===== src/rtl/conv1d_mac.sv =====
// conv1d_mac: sequential 1D convolution (FIR) core.
// Shifts one signed sample per input handshake into a KLEN-deep window, then
// accumulates window*coef with a single multiplier over KLEN cycles and
// presents the sum on a valid/ready output.
//
// Ports:
//   clk        rising-edge clock
//   reset      asynchronous active-low reset
//   coef_we    coefficient write strobe (honoured only in IDLE)
//   coef_addr  coefficient index; values >= KLEN are ignored
//   coef_data  signed coefficient
//   in_valid   sample valid
//   in_ready   core can accept a sample (IDLE only)
//   in_data    signed sample
//   out_valid  result valid (OUT state)
//   out_ready  consumer accepts result
//   out_data   signed result, held until the next result is loaded
//   busy       high whenever the core is not IDLE
module conv1d_mac #(
  parameter int unsigned DATA_W = 8,
  parameter int unsigned COEF_W = 8,
  parameter int unsigned KLEN   = 5,
  parameter int unsigned ACC_W  = 19
) (
  input  logic              clk,
  input  logic              reset,
  input  logic              coef_we,
  input  logic [2:0]        coef_addr,
  input  logic [COEF_W-1:0] coef_data,
  input  logic              in_valid,
  output logic              in_ready,
  input  logic [DATA_W-1:0] in_data,
  output logic              out_valid,
  input  logic              out_ready,
  output logic [ACC_W-1:0]  out_data,
  output logic              busy
);

  localparam int unsigned ProdW = DATA_W + COEF_W;

  typedef enum logic [1:0] {StIdle, StMac, StOut} state_e;

  state_e                   state_q, state_d;
  logic signed [DATA_W-1:0] win_q  [KLEN];
  logic signed [COEF_W-1:0] coef_q [KLEN];
  logic signed [ACC_W-1:0]  acc_q, acc_d, out_q;
  logic [2:0]               idx_q;

  logic                     accept, last;
  logic signed [DATA_W-1:0] win_sel;
  logic signed [COEF_W-1:0] coef_sel;
  logic signed [ProdW-1:0]  prod;

  assign accept = in_valid && (state_q == StIdle);
  assign last   = (idx_q == 3'(KLEN - 1));

  // Tap select: idx never exceeds KLEN-1 while in MAC.
  always_comb begin
    win_sel  = '0;
    coef_sel = '0;
    for (int unsigned i = 0; i < KLEN; i++) begin
      if (idx_q == 3'(i)) begin
        win_sel  = win_q[i];
        coef_sel = coef_q[i];
      end
    end
  end

  // Size casts of signed operands sign-extend, giving a full-precision product.
  assign prod  = ProdW'(win_sel) * ProdW'(coef_sel);
  assign acc_d = acc_q + ACC_W'(prod);

  always_comb begin
    state_d = state_q;
    unique case (state_q)
      StIdle:  if (in_valid)  state_d = StMac;
      StMac:   if (last)      state_d = StOut;
      StOut:   if (out_ready) state_d = StIdle;
      default:                state_d = StIdle;
    endcase
  end

  always_ff @(posedge clk or negedge reset) begin
    if (!reset) begin
      state_q <= StIdle;
      acc_q   <= '0;
      out_q   <= '0;
      idx_q   <= '0;
      for (int unsigned i = 0; i < KLEN; i++) begin
        win_q[i]  <= '0;
        coef_q[i] <= '0;
      end
    end else begin
      state_q <= state_d;
      if (accept) begin
        win_q[0] <= in_data;
        for (int unsigned i = 1; i < KLEN; i++) begin
          win_q[i] <= win_q[i-1];
        end
        acc_q <= '0;
        idx_q <= '0;
      end else if (state_q == StMac) begin
        acc_q <= acc_d;
        idx_q <= idx_q + 3'd1;
        // Separate result register so out_data survives the next accept.
        if (last) out_q <= acc_d;
      end
      // Out-of-range addresses match no tap and are dropped.
      if ((state_q == StIdle) && coef_we) begin
        for (int unsigned i = 0; i < KLEN; i++) begin
          if (coef_addr == 3'(i)) coef_q[i] <= coef_data;
        end
      end
    end
  end

  assign in_ready  = (state_q == StIdle);
  assign out_valid = (state_q == StOut);
  assign busy      = (state_q != StIdle);
  assign out_data  = out_q;

endmodule


===== config.mk =====
export PLATFORM = sky130hd
export DESIGN_NAME = conv1d_mac
export DESIGN_NICKNAME = d
export VERILOG_FILES = /design/src/rtl/conv1d_mac.sv
export SDC_FILE = /design/constraint.sdc
export NUM_CORES = 1
export LEC_CHECK = 0
export CORE_UTILIZATION = 56
export CTS_BUF_LIST = sky130_fd_sc_hd__clkbuf_8 sky130_fd_sc_hd__clkbuf_16
export DETAILED_ROUTE_END_ITERATION = 8
export PLACE_DENSITY = 0.82
export SYNTH_ARGS = -nofsm -noshare
export SYNTH_HDL_FRONTEND = slang
export SYNTH_SLANG_ARGS = --single-unit

===== constraint.sdc =====
create_clock -name clk -period 6.6 [get_ports clk]
set_input_delay 1.65 -clock clk [delete_from_list [all_inputs] [get_ports clk]]
set_output_delay 1.65 -clock clk [all_outputs]
set_load 0.005 [all_outputs]

---- Word-level counts from Yosys, hierarchy flattened ----
Index checks and enable logic that the tools add are counted.
word-level totals
  register bits ........................... 123
  word-level logic and storage cells ...... 63
  output and inout bits ................... 22
cells by class
  multiplexer cells ....................... 18
  eq/ne operators ......................... 13
  bitwise operators ....................... 1
  multiply operators ...................... 1
  reductions and logical operators ........ 14
  add/subtract/negate cells ............... 2
operators with widths
  operator                                                                 count
  8-bit 2-to-1 mux                                                         10
  19-bit 2-to-1 mux                                                        2
  19-bit by 16-bit adder with 19-bit output                                1
  8-bit by 8-bit multiplier with 16-bit output                             1
  3-bit by 2-bit equality test with 1-bit output, second input constant    4
  2-bit AND reduction                                                      5
  3-bit by 1-bit equality test with 1-bit output, second input constant    2
  3-bit equality test, second input constant                               2
  3-bit logical NOT                                                        2
  2-bit 2-to-1 mux                                                         3
  3-bit 2-to-1 mux                                                         2
  2-bit one-hot mux with 3 select lines                                    1
  3-bit AND reduction                                                      2
  2-bit inequality test, second input constant                             2
  2-bit nonzero test                                                       2
  3-bit by 1-bit adder with 3-bit output, second input constant            1
  2-bit by 1-bit equality test with 1-bit output, second input constant    1
  2-bit equality test, second input constant                               1
  1-bit logical AND                                                        2
  2-bit logical NOT                                                        1
  2-bit by 1-bit inequality test with 1-bit output, second input constant  1
  1-bit NOT                                                                1

---- Logic depth before layout (Yosys ltp) ----
  word-level depth ........................ 10
  depth in mapped cells ................... 27
  depth with buffers taken out ............ 25

---- Worst setup path before layout ----
OpenSTA, ideal clock, no wires.
  kind .................................... reg-to-reg
  from .................................... reg idx_q[0]
  to ...................................... reg out_q[15], in the netlist out_data[15]
  arrival time ............................ 7037 ps
  clock period less this slack ............ 7166 ps
  required time ........................... 6472 ps
  path buffers ............................ 1
  stages on the path, launching flop included .. 21
  slack ................................... -566 ps
  path through ............................ dfrtp_1 > ha_1 > ha_1 > nor2_1 > buf_2 > a22oi_2 > a211oi_1 > fa_1 > fa_1 > fa_1 > inv_1 > fa_1 > inv_1 > ha_1 > ha_1 > a21o_1 > a41oi_1 > a21oi_1 > a311o_1 > xnor2_1 > o21ai_1
between the ends
  longest elaborated chain between the ends .. 8
  elaborated cells on any way between the ends .. 18
RTL lines
  what                                          RTL line  text
  from (decl)                                   47        logic [2:0] idx_q;
  from (signal assigned)                        104       idx_q <= idx_q + 3'd1;
  3-bit logical NOT                             62        if (idx_q == 3'(i)) begin
  8-bit 2-to-1 mux (5 in a row)                 62
  8-bit by 8-bit multiplier with 16-bit output  70        assign prod = ProdW'(win_sel) * ProdW'(coef_sel);
  19-bit by 16-bit adder with 19-bit output     71        assign acc_d = acc_q + ACC_W'(prod);
  to (signal assigned)                          87        out_q <= '0;
  to (signal assigned)                          106       if (last) out_q <= acc_d;
  to (decl)                                     46        logic signed [ACC_W-1:0] acc_q, acc_d, out_q;
Parallel ways exist; a longest one is shown, timed or not.
A chain may end at the register's enable or synchronous reset.

---- Worst setup path after layout ----
Same ends and word-level chain as after synthesis.

==> results.json <==
{
  "status": "complete, no violations",
  "cts_tree": "yes",
  "numCtsBuffers": 17,
  "drive_gt1_frac": 0.123,
  "yosys.area.top_type": "dfrtp_1",
  "cp-end-kind": "register",
  "critPathMaxFanout": 9,
  "cts_root_buf": "clkbuf_16",
  "antenna_cells": 0,
  "tightest_slew_ns": 1.09,
  "drv_slew": 0,
  "ys.flop_type": "dfrtp_1",
  "htree_levels": 4,
  "clock_path_buffers": 2,
  "crit_type": "reg -> reg",
  "path_delay_family": "adder cells",
  "seq_area_frac_synth": 0.334,
  "crit_chain": "inv_1 > ha_2 > nor2b_2 > a22oi_1 > o21ai_0 > a22oi_2 > a211o_1 > fa_1 > inv_1 > fa_1 > fa_1 > fa_1 > inv_1 > fa_1 > inv_1 > ha_1 > a21o_1 > a21oi_1 > a21oi_1 > a311o_1 > xnor2_1 > o21ai_1",
  "track_usage": 0.287,
  "cpPeakStageDelay_ns": 0.53,
  "rsz0062_at_grt": "true",
  "synth_common_cells": "nand2_1, dfrtp_1, inv_1",
  "crit_path_top_delay_cell": "fa_1",
  "post-dp-hpwl_mm": 15.6,
  "cp-start-kind": "register",
  "area_delta_synth_final_pct": 14.8,
  "finalSetupViolCount": 0,
  "grt_max_degree": 87,
  "period_needed_ns": 6.33,
  "drc_errors": 0,
  "core_area_sq_um": 15900,
  "synthTopCellsByArea": "dfrtp_1, fa_1, nand2_1",
  "min_path_cells": 2,
  "routed_wl_mm": 21.6,
  "nFillCells": 1243,
  "port_buffers": 45,
  "clk_latency_ns": 0.42,
  "wire_per_inst_microns": 17.4,
  "synthArstFlopShare": 1.00,
  "fin_worst_skew_ns": 0.00821,
  "path_buf_inv": 4,
  "nNetsFinal": 1171,
  "cap_violations": 0,
  "arrival_ns": 6.61,
  "synth_top_area_frac": 0.334,
  "grt_pass1_wl_mm": 36.8,
  "via_count": 7183,
  "synth_cells": 974,
  "num_rows": 46,
  "synth_most_common_cell": "nand2_1",
  "dr.max_layer_used": "met4",
  "initial_core_util": 0.577,
  "cp.depth": 22,
  "ys.warnings.count": 0,
  "first_pass_iters": 5,
  "final_cells": 1242,
  "route.met2.wl_mm": 10.2,
  "synth_cell_type_count": 44,
  "die_area_sq_um": 16900,
  "finalHoldViolations": 0,
  "holdWs_ns": 0.479,
  "hold_class": "reg -> reg",
  "drt-met1-wl_mm": 9.35,
  "fin_area_sq_um": 10600,
  "met3_length_mm": 1.46,
  "drt-initial-drc-count": 591,
  "die_x_microns": 130,
  "numClockSinks": 123,
  "gp_congestion": 0.902,
  "critical_path.most_common_cell": "fa_1",
  "vias_per_cell": 5.78,
  "grt-ovfl-total": 0,
  "timing.fmax_mhz": 158,
  "fin_setup_tns_ns": 0,
  "synth-seq-cells": 123,
  "syn-cell-area_sq_um": 9200,
  "ant_nets": 0,
  "cts.clk_slew.worst_paths_ns": 0.06,
  "grt_pass1_vias": 7494,
  "die_height_microns": 130,
  "io-pin-count": 46,
  "rr_worst_depth": 22,
  "synth_edf_count": 0,
  "timing.slew.headroom": 0.268,
  "dp.cells": 1211,
  "dpl_cell_area_sq_um": 9960,
  "antenna_found_initial": 0,
  "avgSynthCellArea_sq_um": 9.45,
  "synth_nets": 1131,
  "finalCritPeriodShare": 0.959,
  "worstPathRequired_ns": 6.88
}
[repair_timing]
| action | 4_1_cts | 5_1_grt |
|---|---|---|
| hold endpoints to repair | 0 | 0 |
| endpoints found under the setup margin | 0 | 13 |
| buffers inserted | 0 | 0 |
| resized for setup | 0 | 8 |
| hold buffers | 0 | 0 |
[layout make-up]
cell class              count  area [sq um]  area share
well taps                 216           270      0.0256
clock buffers              20           467      0.0442
clock inverters            11          97.6     0.00923
flip-flops and latches    123          3080       0.291
repair buffers             78           721      0.0682
multi-input cells         694          5560       0.526
inverters                 100           375      0.0355
[layout by cell type (no fill, tap or decap), drive strengths merged, types with 8 or more instances in the layout]
cell type,instances
nand2,197
dfrtp,123
inv,101
fa,84
o21ai,54
ha,49
nand3,47
clkdlybuf4s50,44
mux2,40
nor2,38
buf,34
a21oi,31
o31ai,29
clkbuf,20
a22oi,19
xnor2,15
o31a,11
nor3,8
a31oi,8
[kinds of logic (layout without fill, tap and decap cells)]
| group | count (synthesis) | in the layout | synth area share |
|---|---|---|---|
| and+or+nand+nor | 321 | 321 | 0.149 |
| AOI/OAI and AO/OA | 175 | 175 | 0.126 |
| buffers and inverters | 157 | 209 | 0.0673 |
| adders and majority gates | 133 | 133 | 0.249 |
| DFF | 123 | 123 | 0.334 |
| muxes | 43 | 43 | 0.0522 |
| xor gates and xnor gates | 22 | 22 | 0.0209 |
[metal layers]
layer | global-route usage | vias to the layer above
met5 | 0 | -
met4 | 0.122 | 0
met3 | 0.0705 | 51
met2 | 0.448 | 260
met1 | 0.383 | 3572
li1 | - | 3300
[final timing paths]
| check | start | end | slack, ns |
|---|---|---|---|
| setup / recovery | idx_q[0] | out_data[15] | 0.27 |
| hold / removal | out_data[8] | out_data[8] | 0.48 |
| setup reg to reg | idx_q[0] | out_data[15] | 0.27 |
| hold reg to reg | out_data[8] | out_data[8] | 0.48 |
| max in group asynchronous | reset | acc_q[4] | 4.01 |
| min in group asynchronous | reset | win_q[36] | 1.34 |
[flip-flops by register name, indices dropped and copies added, names as in the netlist]
| signal | count |
|---|---|
| coef_q | 40 |
| win_q | 40 |
| acc_q | 19 |
| out_data | 19 |
| idx_q | 3 |
| state_q | 2 |
[metrics by stage]
step	setup WS [ns]	utilization
after floorplan	0.133	-
after global placement	0.269	0.625
after detailed placement	0.186	0.625
after CTS	0.0636	0.660
after global routing	-0.0170	0.663
final	0.272	0.663
[tightest hold or removal path, stage by stage, from the launching register on]
cell     delay, ns
dfrtp_1       0.34
nand2_1       0.05
nand2_1       0.05
Power is not shown: default switching activity piles up to over one toggle a cycle in this logic, so the estimate is an artifact.
